<file path="src/rtl/pipe_pkg.sv">
// -----------------------------------------------------------------------------
// pipe_pkg
// Shared types and constants for the pipe scroller: FSM state encoding,
// default playfield geometry, LFSR seed/taps, the speed cap, and the LFSR
// next-state helper.
// -----------------------------------------------------------------------------
package pipe_pkg;

    typedef enum logic [1:0] {
        IDLE = 2'd0,
        WAIT = 2'd1,
        MOVE = 2'd2,
        EVAL = 2'd3
    } state_t;

    localparam int SCREEN_W_DEF = 160;
    localparam int PIPE_W_DEF   = 16;
    localparam int GAP_H_DEF    = 40;
    localparam int SPEED_DEF    = 1;
    localparam int BIRD_X_DEF   = 40;
    localparam int Y_MIN_DEF    = 8;

    // Gap top shown before the first respawn.
    localparam logic [6:0] Y_RESET = 7'd40;

    // Fibonacci taps 8,6,5,4 map to bit indices 7,5,4,3.
    localparam logic [7:0] LFSR_SEED = 8'hA5;
    localparam logic [7:0] LFSR_TAPS = 8'b1011_1000;

    localparam int MAX_STEP = 4;

    function automatic logic [7:0] lfsr_next(input logic [7:0] q);
        return {q[6:0], ^(q & LFSR_TAPS)};
    endfunction

endpackage

</file>
<file path="src/rtl/lfsr8.sv">
// -----------------------------------------------------------------------------
// lfsr8
// Free-running 8-bit Fibonacci LFSR (taps 8,6,5,4), reseeded to 8'hA5 on reset.
// Advances on every clock regardless of the game state.
//   clk    in   system clock
//   reset  in   synchronous, active-high reset
//   q      out  current LFSR value
// -----------------------------------------------------------------------------
module lfsr8
    import pipe_pkg::*;
(
    input  logic       clk,
    input  logic       reset,
    output logic [7:0] q
);

    // NOTE: reset is sampled only on the clock edge (synchronous), and all
    // state is updated with non-blocking assignments so every register in the
    // design sees the pre-edge values of its neighbours.
    always_ff @(posedge clk) begin
        if (reset) begin
            q <= LFSR_SEED;
        end else begin
            q <= lfsr_next(q);
        end
    end

endmodule

</file>
<file path="src/rtl/pipe_scroller.sv">
// -----------------------------------------------------------------------------
// pipe_scroller
// Owns one pipe obstacle: scrolls it left once per frame, respawns it at the
// right edge with a pseudo-random gap top, scores each time the pipe's right
// edge passes the bird column, and strobes the collision checker one cycle
// after each position update.
//
// Optional feature macro: PIPE_SPEEDUP_EN
//   defined   : step = min(SPEED + score[7:3], 4)
//   undefined : step = SPEED
//
// Ports
//   clk                 in   system clock
//   reset               in   synchronous, active-high reset
//   enable              in   game running; low freezes the pipe (-> IDLE)
//   frame_tick          in   one-cycle pulse per video frame
//   x_pipe[7:0]         out  pipe left edge
//   y_pipe[6:0]         out  gap top
//   gap_height[7:0]     out  constant GAP_H
//   pipe_width[4:0]     out  constant PIPE_W
//   evaluate_collision  out  one-cycle strobe to the checker
//   score[7:0]          out  points, saturating at 255
//   score_pulse         out  one-cycle pulse on each point
// -----------------------------------------------------------------------------
module pipe_scroller
    import pipe_pkg::*;
#(
    parameter int SCREEN_W = SCREEN_W_DEF,
    parameter int PIPE_W   = PIPE_W_DEF,
    parameter int GAP_H    = GAP_H_DEF,
    parameter int SPEED    = SPEED_DEF,
    parameter int BIRD_X   = BIRD_X_DEF,
    parameter int Y_MIN    = Y_MIN_DEF
) (
    input  logic       clk,
    input  logic       reset,
    input  logic       enable,
    input  logic       frame_tick,
    output logic [7:0] x_pipe,
    output logic [6:0] y_pipe,
    output logic [7:0] gap_height,
    output logic [4:0] pipe_width,
    output logic       evaluate_collision,
    output logic [7:0] score,
    output logic       score_pulse
);

    localparam logic [7:0] RESPAWN_X = 8'(SCREEN_W - 1);
    localparam logic [8:0] BIRD_X9   = 9'(BIRD_X);
    localparam logic [8:0] PIPE_W9   = 9'(PIPE_W);

    state_t     state;
    state_t     state_next;
    logic [7:0] lfsr_q;
    logic [7:0] step;
    logic [7:0] x_moved;
    logic [8:0] right_now;
    logic [8:0] right_moved;
    logic       crossed;

    logic [7:0] x_next;
    logic [6:0] y_next;
    logic [7:0] score_next;
    logic       eval_next;
    logic       pulse_next;

    // Only the low six LFSR bits pick the gap; the top two are deliberately
    // left unused.
    logic       lfsr_unused;
    assign lfsr_unused = ^lfsr_q[7:6];

    lfsr8 u_lfsr (
        .clk   (clk),
        .reset (reset),
        .q     (lfsr_q)
    );

`ifdef PIPE_SPEEDUP_EN
    logic [7:0] step_raw;
    // One extra pixel per eight points, capped at MAX_STEP.
    assign step_raw = 8'(SPEED) + {3'b000, score[7:3]};
    assign step     = (step_raw > 8'(MAX_STEP)) ? 8'(MAX_STEP) : step_raw;
`else
    assign step = 8'(SPEED);
`endif

    // Scoring compares the pipe's right edge before and after the move in
    // 9 bits so x + PIPE_W cannot wrap. x_moved is only used when x > step.
    assign x_moved     = x_pipe - step;
    assign right_now   = {1'b0, x_pipe}  + PIPE_W9;
    assign right_moved = {1'b0, x_moved} + PIPE_W9;
    assign crossed     = (right_now >= BIRD_X9) && (right_moved < BIRD_X9);

    // NOTE: every signal driven here gets a default first, so no path through
    // the case statement can leave one unassigned and infer a latch.
    always_comb begin
        state_next = state;
        x_next     = x_pipe;
        y_next     = y_pipe;
        score_next = score;
        eval_next  = 1'b0;
        pulse_next = 1'b0;

        if (!enable) begin
            state_next = IDLE;
        end else begin
            unique case (state)
                IDLE: state_next = WAIT;
                WAIT: begin
                    if (frame_tick) begin
                        state_next = MOVE;
                    end
                end
                MOVE: begin
                    state_next = EVAL;
                    // Registered, so the strobe is seen during EVAL, after the
                    // new position is already on x_pipe/y_pipe.
                    eval_next  = 1'b1;
                    if (x_pipe <= step) begin
                        x_next = RESPAWN_X;
                        y_next = 7'(Y_MIN) + {1'b0, lfsr_q[5:0]};
                    end else begin
                        x_next = x_moved;
                        if (crossed) begin
                            pulse_next = 1'b1;
                            if (score != 8'hFF) begin
                                score_next = score + 8'd1;
                            end
                        end
                    end
                end
                EVAL:    state_next = WAIT;
                default: state_next = IDLE;
            endcase
        end
    end

    always_ff @(posedge clk) begin
        if (reset) begin
            state              <= IDLE;
            x_pipe             <= RESPAWN_X;
            y_pipe             <= Y_RESET;
            score              <= 8'd0;
            evaluate_collision <= 1'b0;
            score_pulse        <= 1'b0;
        end else begin
            state              <= state_next;
            x_pipe             <= x_next;
            y_pipe             <= y_next;
            score              <= score_next;
            evaluate_collision <= eval_next;
            score_pulse        <= pulse_next;
        end
    end

    assign gap_height = 8'(GAP_H);
    assign pipe_width = 5'(PIPE_W);

endmodule

</file>
<file path="config.mk">
export PLATFORM = sky130hd
export DESIGN_NAME = pipe_scroller
export DESIGN_NICKNAME = d
export VERILOG_FILES = /design/src/rtl/pipe_pkg.sv /design/src/rtl/lfsr8.sv /design/src/rtl/pipe_scroller.sv
export SDC_FILE = /design/constraint.sdc
export NUM_CORES = 1
export LEC_CHECK = 0
export CORE_UTILIZATION = 54
export CTS_CLUSTER_DIAMETER = 200
export CTS_CLUSTER_SIZE = 12
export DETAILED_ROUTE_END_ITERATION = 6
export HOLD_SLACK_MARGIN = 0.06
export PLACE_DENSITY = 0.83
export SLEW_MARGIN = 20
export SYNTH_ARGS = -nofsm -noshare
export SYNTH_HDL_FRONTEND = slang
export SYNTH_SLANG_ARGS = --single-unit
</file>
<file path="constraint.sdc">
create_clock -name clk -period 6.19 [get_ports clk]
set_input_delay 0.9285 -clock clk [delete_from_list [all_inputs] [get_ports clk]]
set_output_delay 0.9285 -clock clk [all_outputs]
set_load 0.01 [all_outputs]
</file>
After elaboration in Yosys (flattened, before gate mapping)
Cells that the tools add are included.

Output and inout port bits: 38. Input port bits: 4. Bits in registers: 35. Logic and storage cells: 37.

Equal/unequal tests: 5. Order comparisons: 3. Bitwise logic cells: 3. Add/sub/neg operators: 5. Reductions and logical operators: 9. Multiplexer cells: 5.

Operator list (count): $add A8 B5 Y9 const B (2); $ge A9 B6 Y1 const B (1); $lt A9 B6 Y1 const B (1); $add A8 B1 Y8 const B (1); $le A8 B1 Y1 const B (1); $mux W8 (1); $ne A8 B8 Y1 const B (1); $reduce_xor A8 Y1 (1); $sub A8 B1 Y8 const B (1); $add A4 B6 Y7 const A (1); $pmux W2 S3 (1); $reduce_and A5 Y1 (1); $eq A2 B2 Y1 const B (2); $reduce_or A2 Y1 (2); $reduce_or A4 Y1 (1); $not A1 Y1 (3); $reduce_and A3 Y1 (1); $eq A2 B1 Y1 const B (1); $logic_not A2 Y1 (1); $mux W1 (2); $mux W2 (1); $ne A2 B2 Y1 const B (1); $reduce_and A2 Y1 (1); $logic_and A1 B1 Y1 (1).

Logic depth before layout (Yosys ltp)
Depth in word-level cells: 5. Gate-level depth with buffers: 12. Depth with buffers taken out: 11.

Modules after synthesis
A second synthesis with hierarchy kept.

Cells, all modules: 214. Area total of the unflattened synthesis: 1931.9 um2.

By module, submodules not included: pipe_scroller (sequential area each 540.5 um2, cells each 195, area an instance 1695.4 um2, times used 1); lfsr8 (sequential area each 160.2 um2, cells each 19, area an instance 236.5 um2, times used 1).

Least setup slack after synthesis
No wires, ideal clock.

Kind: reg-to-reg. Start: register x_pipe[0]. End: register score[1]. Data required time: 6123 ps. Stages on the path, launching flop included: 13. Buffers on the path: 1. Library setup time: 67 ps. Arrival time: 2589 ps. Clock period less this slack: 2656 ps. Setup slack: 3534 ps. Cell sequence: dfxtp_1 or3_4 nor3_2 xnor2_1 inv_1 ha_1 xnor2_1 xnor2_1 a21oi_2 o2111ai_4 buf_6 or3_1 a21oi_2.

Word-level cells in the longest chain between the ends: 5. Elaborated cells on any way between the ends: 9.

Ends and longest elaborated chain: start, declared (line pipe_scroller.sv:39) `output logic [7:0] x_pipe,`; start signal, assigned (line pipe_scroller.sv:148) `x_pipe <= x_next;`; $sub A8 B1 Y8 (line pipe_scroller.sv:89) `assign x_moved = x_pipe - step;`; $add A8 B5 Y9 (line pipe_scroller.sv:91) `assign right_moved = {1'b0, x_moved} + PIPE_W9;`; $lt A9 B6 Y1 (line pipe_scroller.sv:92) `assign crossed = (right_now >= BIRD_X9) && (right_moved < BIRD_X9);`; $logic_and A1 B1 Y1 (line pipe_scroller.sv:92); $reduce_and A5 Y1 (no source line) *; end signal, assigned (line pipe_scroller.sv:150) `score <= score_next;`; end, declared (line pipe_scroller.sv:44) `output logic [7:0] score,`.

Every way passes the cells marked *; elsewhere a longest branch is shown, timed or not. A chain may end at the register's enable or synchronous reset.

Worst setup path in the final report
Start: register x_pipe[0]. End: register score[7].

The elaborated chain is that of the path after synthesis.

==> summary.md <==
| Metric | Value |
|---|---|
| Status | `completed` |
| Final WS setup | `between 3 and 4 ns` |
| Slew Limit Fails | `0` |
| Crit. path cell count | `11` |
| Resized Gates After CTS | `0` |
| Min Hold Slack | `0.4410 ns` |
| Required time worst endpoint | `roughly 6.5 ns` |
| Synth Area in XOR/XNOR | `roughly 3.6%` |
| Largest delay share family, worst path | `simple AND/OR/NAND/NOR gates` |
| Worst Path Max Fanout | `17` |
| Post-synth ARST share | `0%` |
| Post-Place Cells | `280` |
| Final hold vios | `0` |
| Final nets | `257` |
| Worst hold path cell count | `1` |
| Leakage | `between 0.8 and 0.9 nW` |
| ANT nets after route | `0` |
| CTS clk-pin slew, worst paths | `0.11 ns` |
| Max-Cap Viols | `0` |
| DR iter-0 viols | `69` |
| Synth Area in Compound Gates | `roughly 17%` |
| Vias in the first global route | `approximately 1,300` |
| Highest-delay cell along the critical path | `or3_4` |
| CP max stage delay | `~0.45 ns` |
| Final setup violation count | `0` |
| Commonest register cell after synthesis | `dfxtp_1` |
| First drt pass iteration count | `4` |
| Postcts setup bufs | `0` |
| Post-place setup slack | `about 3.3 ns` |
| Final Skew | `~0.014 ns` |
| Clk_lat worst skew | `around 0.34 ns` |
| Power per cell area | `171.9 nW/um^2` |
| CTS Buf Count | `5` |
| Post-synth cell types | `46` |
| CP cell instances | `or3_4, nor3_2, xnor2_1, inv_1, ha_1, xnor2_1, xnor2_1, a21oi_2, o2111ai_4, or3_1, a21oi_1` |
| CTS Sinks | `35` |
| Sequential fraction of the synthesis area | `between 30% and 40%` |
| Setup TNS | `0 ns` |
| Critical path class | `flop to flop` |
| Reg2Reg Depth | `11` |
| CTS tree | `built` |
| Top post-synthesis cells by area | `dfxtp_1, ha_1, buf_4` |
| Root Buffer Master | `clkbuf_4` |
| Worst path bufs/invs | `1` |
| Hold-fix buffers, CTS | `0` |
| Synth top cells by count | `dfxtp_1, a21oi_1, buf_4` |
| Cell taking the most area after synthesis | `dfxtp_1` |
| Std-Cell Rows | `21` |
| Gp weighted congestion | `about 0.88` |
| Slew headroom | `a little over three fifths` |
| Routed WL | `roughly 3500 um` |
| Die Height | `61.89 um` |
| Top cell type's share of synthesized area | `36.18%` |
| Top-count cell post-synth | `dfxtp_1` |
| Largest net degree at the start of global routing | `35` |
| Flops & latches, synth | `35` |
| Die outline area | `roughly 3800 sq um` |
| Vias | `about 1,500` |
| Peak VDD IR | `around 140 uV` |
| Diode count | `0` |
| DRC | `0` |
| Initial antenna violation count | `0` |
| Port bufs | `28` |
| Layout area overhead | `13.69%` |
| Number of synthesized flops with an enable pin | `0` |
| Min Tclk post-route | `about 2.9 ns` |
| Initial Util | `around 57%` |
| Simple-gate area share of the yosys netlist | `24.61%` |
| Num ports | `42` |
| CTS Buffer Depth | `2` |
| Via density | `roughly 5.3` |
| CP endpoint kind | `flop` |
| CP Data Arrival Time | `about 3.1 ns` |
| Total grt overflow | `0` |
| Slew @ Worst Pin | `between 0.5 and 0.6 ns` |
| Mean Syn Cell Area | `approximately 9 sq um` |
| Post-synthesis adder-cell area fraction | `~7.8%` |
| Post-synthesis mux area share | `less than 1%` |
| First-pass GRT wire length | `5644 um` |
| Hpwl dp | `~2500 um` |
| Max Freq | `around 350 MHz` |
| Period utilization | `between 40% and 50%` |
| H-tree levels | `2` |
| Mapped Area | `around 1900 sq um` |
| Startpoint types | `flop` |
| Wire per inst | `12.23 um` |
| Die X | `between 60 and 70 um` |
| CP most frequent cell | `xnor2_1` |
| Largest family of logic cells by synthesized area | `simple AND/OR/NAND/NOR gates` |
| Ys Warns | `0` |
| Unrepaired setup endpoints after global routing | `no` |
| Ratio of cells with drive above 1 in the final layout | `a little over a tenth` |
| Worst Hold Class | `flop to flop` |
| Final core occ | `between 60% and 70%` |
| Syn Inst Count | `between 200 and 250` |
| Core box area | `3390 sq um` |
| GRT Util Overall | `about a fifth` |
| Fin cells | `between 200 and 300` |
[power breakdown]
group	internal, mW	switching [mW]	total, mW
clock network	0.0438	0.0765	0.120
logic	0.00950	0.0136	0.0231
registers	0.231	0.00409	0.235
[cell families (layout without fill, tap and decap cells)]
family / Yosys count / in the layout
AND/OR/NAND/NOR: 82 / 82
AO/OA/AOI/OAI: 46 / 46
flip-flops: 35 / 35
buffers and inverters: 32 / 45
adder cells (fa/ha/maj): 12 / 12
XOR/XNOR: 8 / 8
other: 2 / 13
multiplexers: 1 / 1
[flip-flops by register name (all words and copies together), names as in the netlist]
| signal | flops |
|---|---|
| y_pipe | 7 |
| score_pulse | 1 |
| state | 2 |
| x_pipe | 8 |
| u_lfsr.q | 8 |
| evaluate_collision | 1 |
| score | 8 |
[metal layers]
| metal | share of wire, % | GRT usage [%] | routed length, um | up-vias |
|---|---|---|---|---|
| met5 | 0 | 0 | 0 | - |
| met4 | 2.4 | 10.48 | 86 | 0 |
| met3 | 3.7 | 4.555 | 132 | 9 |
| met2 | 47 | 33.64 | 1665 | 37 |
| met1 | 46 | 24.81 | 1637 | 694 |
| li1 | - | - | - | 774 |
[area by class of cell]
| type | instances | area (sq um) |
|---|---|---|
| Clock inverter | 2 | 12.51 |
| Inverter | 9 | 33.78 |
| Timing Repair Buffer | 28 | 275.3 |
| Fill cell | 310 | 1187 |
| Multi-Input combinational cell | 162 | 1081 |
| Clock buffer | 6 | 41.29 |
| Tap cell | 46 | 57.56 |
| Sequential cell | 35 | 700.7 |
[cell usage in the layout (no fill, tap or decap), drive strengths merged, types with 2 or more instances in the layout]
cell type / n
nand2b: 7
a21oi: 21
clkdlybuf4s50: 27
nand3: 11
nand4: 3
nand2: 11
a211o: 2
ha: 12
dfxtp: 35
o21ai: 12
nor2b: 5
conb: 13
or3: 10
a21o: 2
and3: 2
clkbuf: 6
xnor2: 6
or2: 7
nor3: 5
xor2: 2
nor2: 12
inv: 9
nor3b: 2
and2: 4
[through the flow]
stage / cell area (sq um) / total power, mW
final: 2202 / 0.3784
after CTS: 2207 / 0.3833
after global placement: 2153 / 0.2629
after detailed placement: 2153 / 0.2636
after floorplan: 1978 / 0.2630
after global routing: 2202 / 0.3959
[worst register-to-register path, delay by kind of cell (launching register included)]
family | cells | cell delay (ns)
and+or+nand+nor | 3 | 1.02
adders and majority gates | 1 | 0.21
xor gates and xnor gates | 3 | 0.51
DFF | 1 | 0.39
AOI/OAI and AO/OA | 3 | 0.57
buffers and inverters | 1 | 0.10
[worst paths after layout]
kind | from | endpoint | slack, ns
worst max-delay path | x_pipe[0]$_SDFFE_PP1P_ | score[7]$_SDFFE_PP0P_ | 3.32
worst min-delay path | u_lfsr.q[6]$_SDFF_PP0_ | u_lfsr.q[7]$_SDFF_PP1_ | 0.44
worst max register to register | x_pipe[0]$_SDFFE_PP1P_ | score[7]$_SDFFE_PP0P_ | 3.32
worst min register to register | u_lfsr.q[6]$_SDFF_PP0_ | u_lfsr.q[7]$_SDFF_PP1_ | 0.44
Note: power is estimated with default switching activity, not from simulation.
==> variant 1 (config.mk and constraints unchanged) <==
The 4 states of `state_t` get a Gray code encoding in 2 bits.
--- a/src/rtl/pipe_pkg.sv
+++ b/src/rtl/pipe_pkg.sv
@@ -9,6 +9,6 @@
     typedef enum logic [1:0] {
-        IDLE = 2'd0,
-        WAIT = 2'd1,
-        MOVE = 2'd2,
-        EVAL = 2'd3
+        IDLE = 2'b00,
+        WAIT = 2'b01,
+        MOVE = 2'b11,
+        EVAL = 2'b10
     } state_t;
Function: same outputs for any inputs over 10 cycles, from zero or initial values and one cycle with reset high; not proved beyond that.
==> variant 1 against the original RTL <==
Sequential share of layout area rose by 0.72 points. Cell count rose by 0.69%. Die area fell by 2.9%. Worst setup slack got worse by 0.25 ns. Hold slack got worse by 0.020 ns. Critical path depth fell by 1. Wire length fell by 0.20%. Power rose by 1.1%. Count of clock-buffer cells in the layout fell by 1. Synthesized area fell by 3.0%. Sequential cell count did not move. Cell area fell by 2.2%. Largest power group unchanged.
==> variant 1: results (changes against the original RTL) <==
stage,metric,value,unit,change
setup_path,crit_arrival,3.37,ns,was 3.14 ns
global_routing,grt_pass1_vias,1256,,was 1290
finish,drive_above_1_share,0.0820,,was 0.107
finish,nNonClkInverters,11,,was 9
finish,multi_input_area,0.00101,mm^2,was 0.00108 mm^2
clock_network,clock-root-buffer,clkbuf_4,,unchanged
finish,stdcell_count,290,,was 288
global_routing,grt_pass1_wl,5650,um,was 5640 um
clock_network,ctsResizeCount,0,,unchanged
finish,n_all_buffers,28,,unchanged
finish,numSequentialCells,35,,unchanged
route,vias_per_cell,5.33,,was 5.26
setup_path,startpoint,x_pipe[0]$_SDFFE_PP1P_,,unchanged
clock_network,path_clk_slew,0.12,ns,
worst_hold_path,hp-class,reg2reg,,unchanged
place,post-place-ws,3.00,ns,was 3.30 ns
finish,ff_latch_area,701,um^2,unchanged
timing,relSlewSlack,0.365,,was 0.629
setup_path,cp_max_fo,11,,was 17
synth,avgSynthCellArea,8.50,um^2,was 8.88 um^2
synth,ys_types,45,,was 46
place,place_inst,282,,was 280
global_routing,grt_start_max_net_pins,30,,was 35
run_status,status,completed,,unchanged
synth,ys_async_sr_fraction,0,,unchanged
finish,clkCellAreaFrac,0.0285,,was 0.0244
global_routing,grtUsageTotal,0.206,,was 0.203
global_routing,antenna_found_initial,0,,unchanged
route,drt_iter0_drc,46,,was 69
synth,ys_top_cells_by_area,"dfxtp_1 37%, ha_1 6.7%, buf_4 5.2%",,"was dfxtp_1 36%, ha_1 7.8%, buf_4 5.4%"
finish,area_growth,14.7,%,was 13.7%
synth,ys_top_cells_by_count,"35 x dfxtp_1, 22 x nor2_1, 17 x a21oi_1",,"was 35 x dfxtp_1, 18 x a21oi_1, 14 x buf_4"
place,dp_hpwl,2530,um,was 2540 um
finish,nonClkBufAreaFrac,0.130,,was 0.125
finish,fill_cells,293,,was 310
timing,setup_tns,0,ns,unchanged
finish,fin_area,0.00215,mm^2,was 0.00220 mm^2
clock_network,clock_path_buffers,2,,unchanged
clock_network,clk_latency,0.34,ns,about the same
timing,finClkSkew,0.00337,ns,was 0.0135 ns
place,gp_congestion,0.839,,was 0.876
route,wl_per_cell,12.1,um,was 12.2 um
power,p_leak,0.798,nW,was 0.829 nW
finish,largestRegisters,"score (8), u_lfsr.q (8), x_pipe (8)",,unchanged
place,io_buffers,28,,unchanged
synth,synth_seq_area_share,0.373,,was 0.362
place,dpl_cell_area,0.00209,mm^2,was 0.00215 mm^2
finish,nClkBuffers,5,,was 6
power,ir_worst_vdd,0.186,mV,was 0.142 mV
## variant 1: cell types whose count changed in the layout (fill, tap and decap cells not counted), moves of 3 or more
cell	delta
and2_1	-3
nand2b_1	-3
nor2_1	+10
o21ai_0	+5
o21ai_1	-8
o31ai_1	+3
or3_1	-5
or4_1	+3
## variant 1: path summary, 6_finish.rpt
| path | to | slack (ns) | cells past startpoint |
|---|---|---|---|
| max | score[7]$_SDFFE_PP0P_ | 3.08 | 10 |
| min | u_lfsr.q[7]$_SDFF_PP1_ | 0.42 | 1 |
| max reg2reg | score[7]$_SDFFE_PP0P_ | 3.08 | 10 |
| min reg2reg | u_lfsr.q[7]$_SDFF_PP1_ | 0.42 | 1 |
## variant 1: report_power, final
part | leakage (nW) | internal [mW] | switching [mW]
logic | 0.485 | 0.00840 | 0.0121
registers | 0.285 | 0.230 | 0.00282
clock network | 0.0278 | 0.0454 | 0.0835
total | 0.798 | 0.284 | 0.0984
## variant 1: worst max-delay path, stage by stage, from the launching register on
cell     delay (ns)
dfxtp_1        0.41
inv_1          0.11
ha_1           0.27
or3b_4         0.46
xnor2_1        0.14
ha_1           0.23
xor2_1         0.16
xnor2_1        0.34
nand3_2        0.25
or4_1          0.51
a21oi_1        0.15
## variant 1: kinds of logic after synthesis
| logic type | count (synthesis) | synth area share |
|---|---|---|
| simple gates | 84 | 0.236 |
| compound gates | 47 | 0.172 |
| flops | 35 | 0.373 |
| buf+inv | 35 | 0.110 |
| fa+ha+maj | 10 | 0.0666 |
| xor+xnor | 7 | 0.0326 |
| other cells | 2 | 0.00400 |
| mux | 1 | 0.00600 |
## variant 1: routing by layer
layer	vias up	wire, um	track usage
li1	787	-	-
met1	719	1600	0.263
met2	34	1750	0.350
met3	6	131	0.0576
met4	0	30	0.0390
met5	-	0	0
==> variant 2 (same settings) <==
Without the edit above. Build with the macro `PIPE_SPEEDUP_EN` defined.
--- a/src/rtl/pipe_scroller.sv
+++ b/src/rtl/pipe_scroller.sv
@@ -24,2 +24,4 @@
 // -----------------------------------------------------------------------------
+`define PIPE_SPEEDUP_EN
+
 module pipe_scroller
Formal check against the unedited RTL: no difference found for any inputs over 10 cycles, from zero or initial values and one cycle with reset high; that may be too few to reach the edited logic, so the function may still have changed.
==> variant 2 against the original RTL <==
Clock skew decreased by 0.0066 ns. Non-clock buffer count increased by 1. Sequential cell count unchanged. Hold slack got worse by 0.027 ns. Cell area increased by 11%. Wire length increased by 15%. Worst setup slack got worse by 1.5 ns. Global-route usage increased by 0.93 points. Synthesized area increased by 7.6%. Critical path type unchanged. Highest routed layer unchanged.
Power is not compared: it rests on default switching activity, and its combinational part moved more than twofold at a synthesized area within 25%.
==> variant 2: results (changes against the original RTL) <==
stage,metric,value,unit,change
synth,ys_top_cells_by_area,"dfxtp_1 34%, ha_1 9.6%, nor2_1 5.0%",,"was dfxtp_1 36%, ha_1 7.8%, buf_4 5.4%"
finish,stdcell_count,320,,was 288
finish,area_growth,17.6,%,was 13.7%
setup_path,cp_max_fo,9,,was 17
finish,drive_above_1_share,0.0846,,was 0.107
timing,finClkSkew,0.00687,ns,was 0.0135 ns
route,wl_met1,1880,um,was 1640 um
run_status,status,completed,,unchanged
global_routing,grt_pass1_wl,6840,um,was 5640 um
global_routing,grtUsageMet3,0.0518,,was 0.0455
global_routing,grt_start_max_net_pins,39,,was 35
setup_path,slowest_stage,dfxtp_1,,was or3_4
synth,avgSynthCellArea,8.61,um^2,was 8.88 um^2
synth,ys_types,48,,was 46
route,drt_iter0_drc,60,,was 69
route,wl_met3,184,um,was 132 um
synth,synth_compound_area_frac,0.118,,was 0.165
route,wl_per_cell,12.7,um,was 12.2 um
finish,n_all_buffers,29,,was 28
finish,nNonClkInverters,11,,was 9
clock_network,clock-root-buffer,clkbuf_8,,was clkbuf_4
place,place_inst,312,,was 280
synth,synth-adder-area-share,0.106,,was 0.0775
finish,clkCellAreaFrac,0.0459,,was 0.0244
route,dr_wl_met2,1950,um,was 1670 um
synth,synthMuxAreaShare,0.0618,,was 0.00775
finish,fin_nets,292,,was 257
## variant 2: worst max-delay path by stage
stage / slack [ns] / startpoint / depth (start not counted) / to
2_1_floorplan: 2.19 / score[3]$_SDFFE_PP0P_ / 16 / score[0]$_SDFFE_PP0P_
3_3_place_gp: 1.94 / score[3]$_SDFFE_PP0P_ / 17 / score[0]$_SDFFE_PP0P_
3_5_place_dp: 1.84 / score[3]$_SDFFE_PP0P_ / 17 / score[0]$_SDFFE_PP0P_
4_1_cts: 1.83 / score[3]$_SDFFE_PP0P_ / 17 / score[0]$_SDFFE_PP0P_
5_1_grt: 1.39 / score[3]$_SDFFE_PP0P_ / 17 / score[0]$_SDFFE_PP0P_
6_report: 1.78 / score[3]$_SDFFE_PP0P_ / 17 / score[4]$_SDFFE_PP0P_
